--- config.mk ---
export PLATFORM = sky130hd
export DESIGN_NAME = noise_sequencer_flat
export DESIGN_NICKNAME = d
export VERILOG_FILES = /design/src/rtl/hamming_pkg.sv /design/src/rtl/noise_sequencer_if.sv /design/src/rtl/noise_lfsr.sv /design/src/rtl/noise_sequencer.sv /design/src/flat_wrapper.sv
export SDC_FILE = /design/constraint.sdc
export NUM_CORES = 1
export LEC_CHECK = 0
export ABC_AREA = 1
export BUFFER_PORTS_ARGS = -buffer_cell sky130_fd_sc_hd__buf_2
export CORE_ASPECT_RATIO = 0.5
export CORE_MARGIN = 3
export CORE_UTILIZATION = 53
export CTS_BUF_LIST = sky130_fd_sc_hd__clkbuf_2 sky130_fd_sc_hd__clkbuf_4 sky130_fd_sc_hd__clkbuf_8
export DETAILED_ROUTE_END_ITERATION = 6
export PLACE_DENSITY = 0.91
export SLEW_MARGIN = 20
export SYNTH_ARGS = -nofsm -noshare
export SYNTH_HDL_FRONTEND = slang
export SYNTH_SLANG_ARGS = --single-unit
--- constraint.sdc ---
create_clock -name clk -period 1.55 [get_ports clk]
set_input_delay 0.155 -clock clk [delete_from_list [all_inputs] [get_ports clk]]
set_output_delay 0.155 -clock clk [all_outputs]
set_load 0.01 [all_outputs]
--- src/rtl/hamming_pkg.sv ---
// Shared types and constants for the noise sequencer slice.
// Optional feature macro used by this slice: NOISE_SEQ_LFSR_EN (LFSR-driven RANDOM mode).
package hamming_pkg;

  localparam int NOISE_W = 5;
  localparam int CW_W    = 8;
  localparam logic [7:0] LFSR_SEED = 8'hA5;

  typedef enum logic [1:0] {
    MODE_OFF    = 2'd0,
    MODE_FIXED  = 2'd1,
    MODE_SWEEP  = 2'd2,
    MODE_RANDOM = 2'd3
  } noise_mode_e;

  typedef enum logic [1:0] {
    ST_IDLE  = 2'd0,
    ST_RUN   = 2'd1,
    ST_DRAIN = 2'd2,
    ST_DONE  = 2'd3
  } seq_state_e;

endpackage

--- src/rtl/noise_sequencer_if.sv ---
// Control, configuration and codeword stream signals of the noise sequencer.
// master = the side that issues bursts and codewords; slave = the sequencer.
interface noise_sequencer_if;
  import hamming_pkg::*;

  logic               start;
  logic [1:0]         cfg_mode;
  logic [NOISE_W-1:0] cfg_fixed;
  logic [7:0]         cfg_burst;
  logic               in_valid;
  logic               in_ready;
  logic [CW_W-1:0]    in_data;
  logic               out_valid;
  logic               out_ready;
  logic [CW_W-1:0]    out_data;
  logic [NOISE_W-1:0] out_noise;
  logic               busy;
  logic               done;
  logic [7:0]         remaining;

  modport master (
    output start, cfg_mode, cfg_fixed, cfg_burst, in_valid, in_data, out_ready,
    input  in_ready, out_valid, out_data, out_noise, busy, done, remaining
  );

  modport slave (
    input  start, cfg_mode, cfg_fixed, cfg_burst, in_valid, in_data, out_ready,
    output in_ready, out_valid, out_data, out_noise, busy, done, remaining
  );

endinterface

--- src/rtl/noise_lfsr.sv ---
// 8-bit Fibonacci LFSR, polynomial x^8+x^6+x^5+x^4+1, seeded with LFSR_SEED.
// Only instantiated when NOISE_SEQ_LFSR_EN is defined.
module noise_lfsr
  import hamming_pkg::*;
(
  input  logic       clk,
  input  logic       rst,
  input  logic       load,
  input  logic       step,
  output logic [7:0] state
);

  // Reseed on load, otherwise shift left feeding back taps 8,6,5,4.
  always_ff @(posedge clk or posedge rst) begin
    if (rst) begin
      state <= LFSR_SEED;
    end else if (load) begin
      state <= LFSR_SEED;
    end else if (step) begin
      state <= {state[6:0], state[7] ^ state[5] ^ state[4] ^ state[3]};
    end
  end

endmodule

--- src/rtl/noise_sequencer.sv ---
// Burst sequencer pairing each accepted codeword with a noise code.
// Optional feature macro: NOISE_SEQ_LFSR_EN -- when defined, RANDOM mode draws
// codes from an LFSR; when undefined, RANDOM behaves exactly as SWEEP.
module noise_sequencer
  import hamming_pkg::*;
(
  input  logic             clk,
  input  logic             rst,
  noise_sequencer_if.slave bus
);

  seq_state_e         state_q, state_d;
  noise_mode_e        mode_q;
  logic [NOISE_W-1:0] fixed_q;
  logic [NOISE_W-1:0] sweep_q;
  logic [NOISE_W-1:0] noise_code;
  logic [7:0]         rem_q;
  logic               valid_q;
  logic [CW_W-1:0]    data_q;
  logic [NOISE_W-1:0] noise_q;
  logic               in_ready;
  logic               hs;
  logic               accept_start;
  logic               sweep_step;

  assign accept_start = (state_q == ST_IDLE) && bus.start;
  // Output register frees up this cycle if empty or being drained.
  assign in_ready     = (state_q == ST_RUN) && (!valid_q || bus.out_ready);
  assign hs           = bus.in_valid && in_ready;

  assign bus.in_ready  = in_ready;
  assign bus.out_valid = valid_q;
  assign bus.out_data  = data_q;
  assign bus.out_noise = noise_q;
  assign bus.remaining = rem_q;

`ifdef NOISE_SEQ_LFSR_EN
  logic [7:0] lfsr_state;

  assign sweep_step = hs && (mode_q == MODE_SWEEP);

  noise_lfsr u_lfsr (
    .clk   (clk),
    .rst   (rst),
    .load  (accept_start),
    .step  (hs && (mode_q == MODE_RANDOM)),
    .state (lfsr_state)
  );
`else
  assign sweep_step = hs && ((mode_q == MODE_SWEEP) || (mode_q == MODE_RANDOM));
`endif

  // State register.
  always_ff @(posedge clk or posedge rst) begin
    // NOTE: non-blocking assignments so every flop samples pre-edge values.
    if (rst) state_q <= ST_IDLE;
    else     state_q <= state_d;
  end

  // Next-state decode and status outputs.
  always_comb begin
    // NOTE: defaults first so no path leaves a signal unassigned (no latches).
    state_d  = state_q;
    bus.busy = 1'b0;
    bus.done = 1'b0;
    case (state_q)
      ST_IDLE:  if (bus.start) state_d = ST_RUN;
      ST_RUN: begin
        bus.busy = 1'b1;
        if (hs && (rem_q == 8'd1)) state_d = ST_DRAIN;
      end
      ST_DRAIN: begin
        bus.busy = 1'b1;
        if (!valid_q) state_d = ST_DONE;
      end
      ST_DONE: begin
        bus.done = 1'b1;
        state_d  = ST_IDLE;
      end
      default:  state_d = ST_IDLE;
    endcase
  end

  // Noise code selected by the latched policy.
  always_comb begin
    noise_code = '0;
    case (mode_q)
      MODE_OFF:    noise_code = '0;
      MODE_FIXED:  noise_code = fixed_q;
      MODE_SWEEP:  noise_code = sweep_q;
`ifdef NOISE_SEQ_LFSR_EN
      MODE_RANDOM: noise_code = lfsr_state[NOISE_W-1:0];
`else
      MODE_RANDOM: noise_code = sweep_q;
`endif
      default:     noise_code = '0;
    endcase
  end

  // Burst configuration and remaining-count bookkeeping.
  always_ff @(posedge clk or posedge rst) begin
    if (rst) begin
      mode_q  <= MODE_OFF;
      fixed_q <= '0;
      rem_q   <= '0;
    end else if (accept_start) begin
      mode_q  <= noise_mode_e'(bus.cfg_mode);
      fixed_q <= bus.cfg_fixed;
      rem_q   <= bus.cfg_burst;   // 0 wraps through 255 on the first accept: 256 words
    end else if (hs) begin
      rem_q   <= rem_q - 8'd1;
    end
  end

  // Sweep counter advances only when it supplies a code; wraps naturally at 31.
  always_ff @(posedge clk or posedge rst) begin
    if (rst)             sweep_q <= '0;
    else if (sweep_step) sweep_q <= sweep_q + 1'b1;
  end

  // Single-entry output register: load on accept, clear on drain, hold on stall.
  always_ff @(posedge clk or posedge rst) begin
    if (rst) begin
      valid_q <= 1'b0;
      data_q  <= '0;
      noise_q <= '0;
    end else if (hs) begin
      valid_q <= 1'b1;
      data_q  <= bus.in_data;
      noise_q <= noise_code;
    end else if (valid_q && bus.out_ready) begin
      valid_q <= 1'b0;
    end
  end

endmodule

--- src/flat_wrapper.sv ---
// flat-port wrapper written by rule: the top's interface ports become plain ports
module noise_sequencer_flat import hamming_pkg::*;
  (clk, rst, bus_start, bus_cfg_mode, bus_cfg_fixed, bus_cfg_burst, bus_in_valid, bus_in_data, bus_out_ready, bus_in_ready, bus_out_valid, bus_out_data, bus_out_noise, bus_busy, bus_done, bus_remaining);
  noise_sequencer_if bus_i ();
  input  logic clk;
  input  logic rst;
  input wire logic [$bits(bus_i.start)-1:0] bus_start;
  input wire logic [$bits(bus_i.cfg_mode)-1:0] bus_cfg_mode;
  input wire logic [$bits(bus_i.cfg_fixed)-1:0] bus_cfg_fixed;
  input wire logic [$bits(bus_i.cfg_burst)-1:0] bus_cfg_burst;
  input wire logic [$bits(bus_i.in_valid)-1:0] bus_in_valid;
  input wire logic [$bits(bus_i.in_data)-1:0] bus_in_data;
  input wire logic [$bits(bus_i.out_ready)-1:0] bus_out_ready;
  output wire logic [$bits(bus_i.in_ready)-1:0] bus_in_ready;
  output wire logic [$bits(bus_i.out_valid)-1:0] bus_out_valid;
  output wire logic [$bits(bus_i.out_data)-1:0] bus_out_data;
  output wire logic [$bits(bus_i.out_noise)-1:0] bus_out_noise;
  output wire logic [$bits(bus_i.busy)-1:0] bus_busy;
  output wire logic [$bits(bus_i.done)-1:0] bus_done;
  output wire logic [$bits(bus_i.remaining)-1:0] bus_remaining;
  assign bus_i.start = bus_start;
  assign bus_i.cfg_mode = bus_cfg_mode;
  assign bus_i.cfg_fixed = bus_cfg_fixed;
  assign bus_i.cfg_burst = bus_cfg_burst;
  assign bus_i.in_valid = bus_in_valid;
  assign bus_i.in_data = bus_in_data;
  assign bus_i.out_ready = bus_out_ready;
  assign bus_in_ready = bus_i.in_ready;
  assign bus_out_valid = bus_i.out_valid;
  assign bus_out_data = bus_i.out_data;
  assign bus_out_noise = bus_i.out_noise;
  assign bus_busy = bus_i.busy;
  assign bus_done = bus_i.done;
  assign bus_remaining = bus_i.remaining;
  noise_sequencer u_core (.clk(clk), .rst(rst), .bus(bus_i));
endmodule
# ---- Word level (Yosys, flattened, before mapping)
# Index checks and enable logic that the tools add are counted.
dict set report word_totals {
  regBits 36
  input_bits 28
  wordCells 47
}
dict set report classes {
  n_addsub 2
  n_mux 11
  n_eq_ne 10
  n_reduce_logical 16
}
# op count
set op_table {}
lappend op_table {{two-way mux 8 bit} 2}
lappend op_table {{case mux 5 bit (3 select lines)} 1}
lappend op_table {{equality test 2 bit, second input constant} 4}
lappend op_table {{equality test 8 x 1 -> 1 bit, second input constant} 1}
lappend op_table {{case mux 2 bit (4 select lines)} 1}
lappend op_table {{subtractor 8 x 1 -> 8 bit, second input constant} 1}
lappend op_table {{logical AND 1 bit} 6}
lappend op_table {{two-way mux 2 bit} 3}
lappend op_table {{inequality test 2 bit, second input constant} 3}
lappend op_table {{adder 5 x 1 -> 5 bit, second input constant} 1}
lappend op_table {{equality test 2 x 1 -> 1 bit, second input constant} 2}
lappend op_table {{zero test 2 bit} 2}
lappend op_table {{two-way mux 1 bit} 4}
lappend op_table {{nonzero test 2 bit} 2}
lappend op_table {{OR reduction 2 bit} 2}
lappend op_table {{AND reduction 3 bit} 1}
lappend op_table {{logical OR 1 bit} 2}
lappend op_table {{zero test 1 bit} 1}

# ---- Longest topological paths before layout
dict set report logic_depth {
  word_depth 7
  mapped_depth 9
  mapped_depth_nobuf 9
}

# ---- Worst setup path after synthesis
# No wires, ideal clock.
dict set report synth_timing {
  path_type {reg-to-reg}
  startpoint {reg u_core.state_q[0]}
  endpoint {reg u_core.rem_q[6], in the netlist u_core.bus.remaining[6]}
  path_stages_with_launch 9
  slack_ns 0.175
  required_ns 1.430
  setup_time_ns 0.120
  arrival_ns 1.255
  cell_sequence {dfrtp_1 > inv_1 > ha_1 > nand2_4 > inv_2 > nor3_1 > nand3_1 > o21ai_0 > nor2_1}
}
dict set report synth_between {
  elab_chain_cells 4
  word_cells_on_any_way 7
  classes_between {eq/ne (1); mux (1); reduce/logical (5)}
}
# element line_no
set synth_rtl {}
lappend synth_rtl {{start: declaration} noise_sequencer.sv:12} ;# seq_state_e state_q, state_d;
lappend synth_rtl {{start signal: assignment} noise_sequencer.sv:57} ;# else state_q <= state_d;
lappend synth_rtl {{equality test 2 x 1 -> 1 bit} noise_sequencer.sv:28} ;# assign in_ready = (state_q == ST_RUN) && (!valid_q || bus.out_ready);
lappend synth_rtl {{logical AND 1 bit} noise_sequencer.sv:28}
lappend synth_rtl {{logical AND 1 bit} noise_sequencer.sv:29} ;# assign hs = bus.in_valid && in_ready;
lappend synth_rtl {{nonzero test 2 bit (no source line)} n/a}
lappend synth_rtl {{end signal: assignment} noise_sequencer.sv:109} ;# rem_q <= bus.cfg_burst;
lappend synth_rtl {{end signal: assignment} noise_sequencer.sv:111} ;# rem_q <= rem_q - 8'd1;
lappend synth_rtl {{end: declaration} noise_sequencer.sv:17} ;# logic [7:0] rem_q;
# Several ways; a longest one is shown, not always the timed one.
# A chain may end at the register's enable or synchronous reset.

# ---- Final worst setup path
dict set report layout_timing {
  startpoint {reg u_core.state_q[1]}
  endpoint {reg u_core.state_q[0]}
}
dict set report layout_between {
  elab_chain_cells 6
  word_cells_on_any_way 12
  classes_between {eq/ne (6); mux (1); reduce/logical (5)}
}
# element line_no
set layout_rtl {}
lappend layout_rtl {{equality test 2 x 1 -> 1 bit} {noise_sequencer.sv:28, noise_sequencer.sv:66}}
lappend layout_rtl {{logical AND 1 bit} noise_sequencer.sv:28}
lappend layout_rtl {{logical AND 1 bit} noise_sequencer.sv:29}
lappend layout_rtl {{logical AND 1 bit} noise_sequencer.sv:70} ;# if (hs && (rem_q == 8'd1)) state_d = ST_DRAIN;
lappend layout_rtl {{inequality test 2 bit (no source line)} n/a}
lappend layout_rtl {{AND reduction 3 bit (no source line)} n/a}
# Several ways; a longest one is shown, not always the timed one.

==> results by group <==
Outcome
  – Status: finished, final reports clean

Hold path
  – Hold/Removal Path Class: input pin to register

Setup path
  – Req. time, crit path: 1740 ps
  – R2R cell count: 9
  – RR Endpoint: u_core.state_q[0]
  – Setup crit end: u_core.state_q[0]
  – Largest stage delay on the critical path: ~420 ps
  – R2R Setup Slk: between 30 and 40 ps
  – Worst Setup End Kind: register
  – R2r startpoint: u_core.state_q[1]
  – Cell repeated most along the worst path: nand2_1
  – Worst Setup SP: u_core.state_q[1]
  – Crit Path Max Fanout: 6
  – Slowest CP cell: dfrtp_1
  – Worst setup SP type: register
  – Crit-path cells: inv_2, ha_4, nand2_2, nor2_8, nand2_2, nand2_1, nand2_1, nand2_1, nand2_1
  – Worst EP arrival: 1700 ps
  – Crit Path Category: register to register

Timing
  – Rel. slew slack: between 60 and 70%
  – Final hold slack: approximately 55 ps
  – Max Fclk: 660 MHz
  – Worst-Margin Slew: 464 ps
  – Final worst-path cycle share: 97.7%
  – Fin. Hold Viols: 0
  – Final worst slack: 35.8 ps
  – Fin crit period: 1510 ps
  – Final Max Tran Viols: 0
  – Skew final: ~4.0 ps
  – Final setup fails: 0

Drt
  – Routed Antenna Nets: 0
  – Routed via count: 1776
  – Initial DRC count: 175
  – WL final: 4990 um
  – DRC viols: 0
  – Vias/cell: 5.45
  – WL/cell: between 15 and 20 um
  – First-pass DRT Iterations: 5
  – Met3 WL post-DR: roughly 340 um
  – Top layer in use: met4
  – Met1 wire length: 2040 um
  – Metal2 WL: around 2500 um

Logic synthesis
  – Synth Register Bits: 36
  – Synth top area share: roughly half
  – Cell Area, Synth: 1790 um2
  – Mapped Cells: 217
  – Most frequent cell after synthesis: nand2_1
  – Synth cell types: 24
  – Post-synthesis simple-gate area fraction: 30.9%
  – Mapped Nets: 252
  – Register area share after synthesis: roughly half
  – Complex-gate fraction of the synthesized area: 6.57%
  – YS warnings: 0
  – Syn_area_per_cell: 8.25 um2
  – Dominant synthesized flop cell: dfrtp_1
  – Proportion of synthesized area in mux cells: 0%
  – Synth area leaders: dfrtp_1, nand2_1, nand3_1
  – FFs w/ async S/R, synth: 100%
  – Area leader, netlist: dfrtp_1
  – Post-Synth Adder-Cell Area: around 4.9%
  – Post-synth EDFFs: 0
  – Largest family of logic cells by synthesized area: simple AND/OR/NAND/NOR gates
  – Xor-xnor portion of the synthesized cell area: roughly 1.5%
  – Commonest cells in the netlist: nand2_1, dfrtp_1, nand3_1

Floorplanning
  – Core area: 3120 um2
  – Die width: 88.2 um
  – Die footprint: 4150 um2
  – Num ports: 53
  – Starting Density: a little under three fifths
  – DIE HEIGHT: about 47 um
  – Std-Cell Rows: 14

Global routing
  – GR Overflow Total: 0
  – Initial antenna violation count: 0
  – First-pass GRT wire length: 7600 um
  – GRT Total Usage: around 25%
  – Largest net degree at the start of global routing: 37
  – Vias in the first global route: 1649

Job
  – Number of max-cap violations: 0

Clock tree
  – Clock sink count: 36
  – Clk_lat worst skew: 290 ps
  – CTS tree: yes
  – Clock Tree Root: clkbuf_8
  – Htree depth: 2
  – Worst-case clock buffer depth: 2
  – CTS clk-pin slew, worst paths: around 80 ps
  – Clock buffer count from CTS: 5

Placed design
  – Pre-CTS setup slack: -67.5 ps
  – Final HPWL from detailed placement: 3220 um
  – IO Port Bufs: 52
  – Gpl congestion: 0.892

Power and ir drop
  – Internal Power: 2.76 mW
  – Leak: 1.29 nW
  – Sw Pwr: 2.09 mW
  – Seq pwr share: approximately 36%
  – Sw frac: between 40% and 50%
  – Power share of the combinational group: a little under half
  – Pwr Density: 2080 nW/um2
  – Clock power frac: 17.5%
  – Worst vdd ir: 1.02 mV

Cells and area
  – Diodes inserted: 0
  – Fin util: 74.8%
  – Fill cell count: 205
  – Final net count: 320
  – Layout area overhead: 30.3%
  – Layout cells sized above 1: 31.1%
-- layout make-up --
| cell class | instances | area, um2 | area share, % |
|---|---|---|---|
| Sequential cell | 36 | 902 | 38.7 |
| Multi-Input combinational cell | 157 | 823 | 35.3 |
| Timing Repair Buffer | 65 | 360 | 15.5 |
| Inverter | 20 | 85.1 | 3.65 |
| Clock buffer | 5 | 68.8 | 2.95 |
| Tap cell | 40 | 50.0 | 2.15 |
| Clock inverter | 3 | 42.5 | 1.82 |
-- registers in the layout, indices dropped and copies added, names as in the netlist --
register and cells:
u_core.bus.out_valid 1, u_core.bus.remaining 8, u_core.bus.out_noise 5, u_core.fixed_q 5, u_core.sweep_q 5, u_core.bus.out_data 8
u_core.mode_q 2, u_core.state_q 2
-- worst max-delay path, delay by kind of cell (launching register included) --
family	cells	cell delay, ps
DFF	1	420
and+or+nand+nor	7	700
adders and majority gates	1	170
buffers and inverters	1	120
-- worst min-delay path by stage --
stage                         from                      end  slack (ps)  depth (start not counted)
floorplan           bus_in_data[0]   u_core.bus.out_data[0]         260                          2
global placement               rst   u_core.bus.out_data[3]         270                          3
detailed placement             rst  u_core.bus.remaining[2]         310                          3
CTS                 bus_in_data[1]   u_core.bus.out_data[1]          50                          3
global route        bus_in_data[1]   u_core.bus.out_data[1]          50                          3
finish              bus_in_data[1]   u_core.bus.out_data[1]          60                          3
-- placed cells by master, fill, tap and decap left out, types with 3 or more instances in the layout --
cell,instances
dfrtp_1,35
inv_1,16
buf_2,52
nor2_1,17
o211ai_1,4
o21ai_0,11
a22oi_1,3
nand3_1,20
clkbuf_8,5
nand2_2,4
ha_1,5
nand2_1,79
buf_4,12
-- what timing repair did --
| action | CTS | global route |
|---|---|---|
| hold buffers | 1 | 0 |
| endpoints found under the hold margin | 29 | 0 |
| resized for setup | 2 | 10 |
| setup buffers | 4 | 2 |
| pin swaps | 1 | 1 |
| setup endpoints to repair | 5 | 25 |
| gates cloned | 0 | 0 |
-- kinds of logic after synthesis --
group                    Yosys count
buffers and inverters             24
AND/OR/NAND/NOR                  127
adder cells (fa/ha/maj)            7
flip-flops                        36
XOR/XNOR                           3
AO/OA/AOI/OAI                     20
-- power groups by stage --
stage | Clock (mW) | Sequential [mW] | Combinational [mW]
detailed placement | 0 | 1.71 | 1.97
CTS | 0.846 | 1.71 | 2.07
global placement | 0 | 1.70 | 1.86
floorplan | 0 | 1.79 | 1.18
finish | 0.851 | 1.74 | 2.26
global route | 0.891 | 1.78 | 2.49
-- per-stage QoR --
stage / setup TNS (ps) / power, mW / instances / instance area [um2]
after floorplan: 0 / 2.97 / 217 / 1790
after global placement: 0 / 3.56 / 311 / 2120
after detailed placement: -88.2 / 3.68 / 311 / 2120
after CTS: 0 / 4.62 / 324 / 2280
after global routing: -39.6 / 5.17 / 326 / 2330
final: 0 / 4.85 / 326 / 2330
-- routing by layer --
| metal | track usage (%) | vias up |
|---|---|---|
| met5 | 0 | - |
| met4 | 8.73 | 0 |
| met3 | 6.83 | 12 |
| met2 | 43.2 | 87 |
| met1 | 29.9 | 852 |
| li1 | - | 825 |
Power figures use the tool's default switching activity.
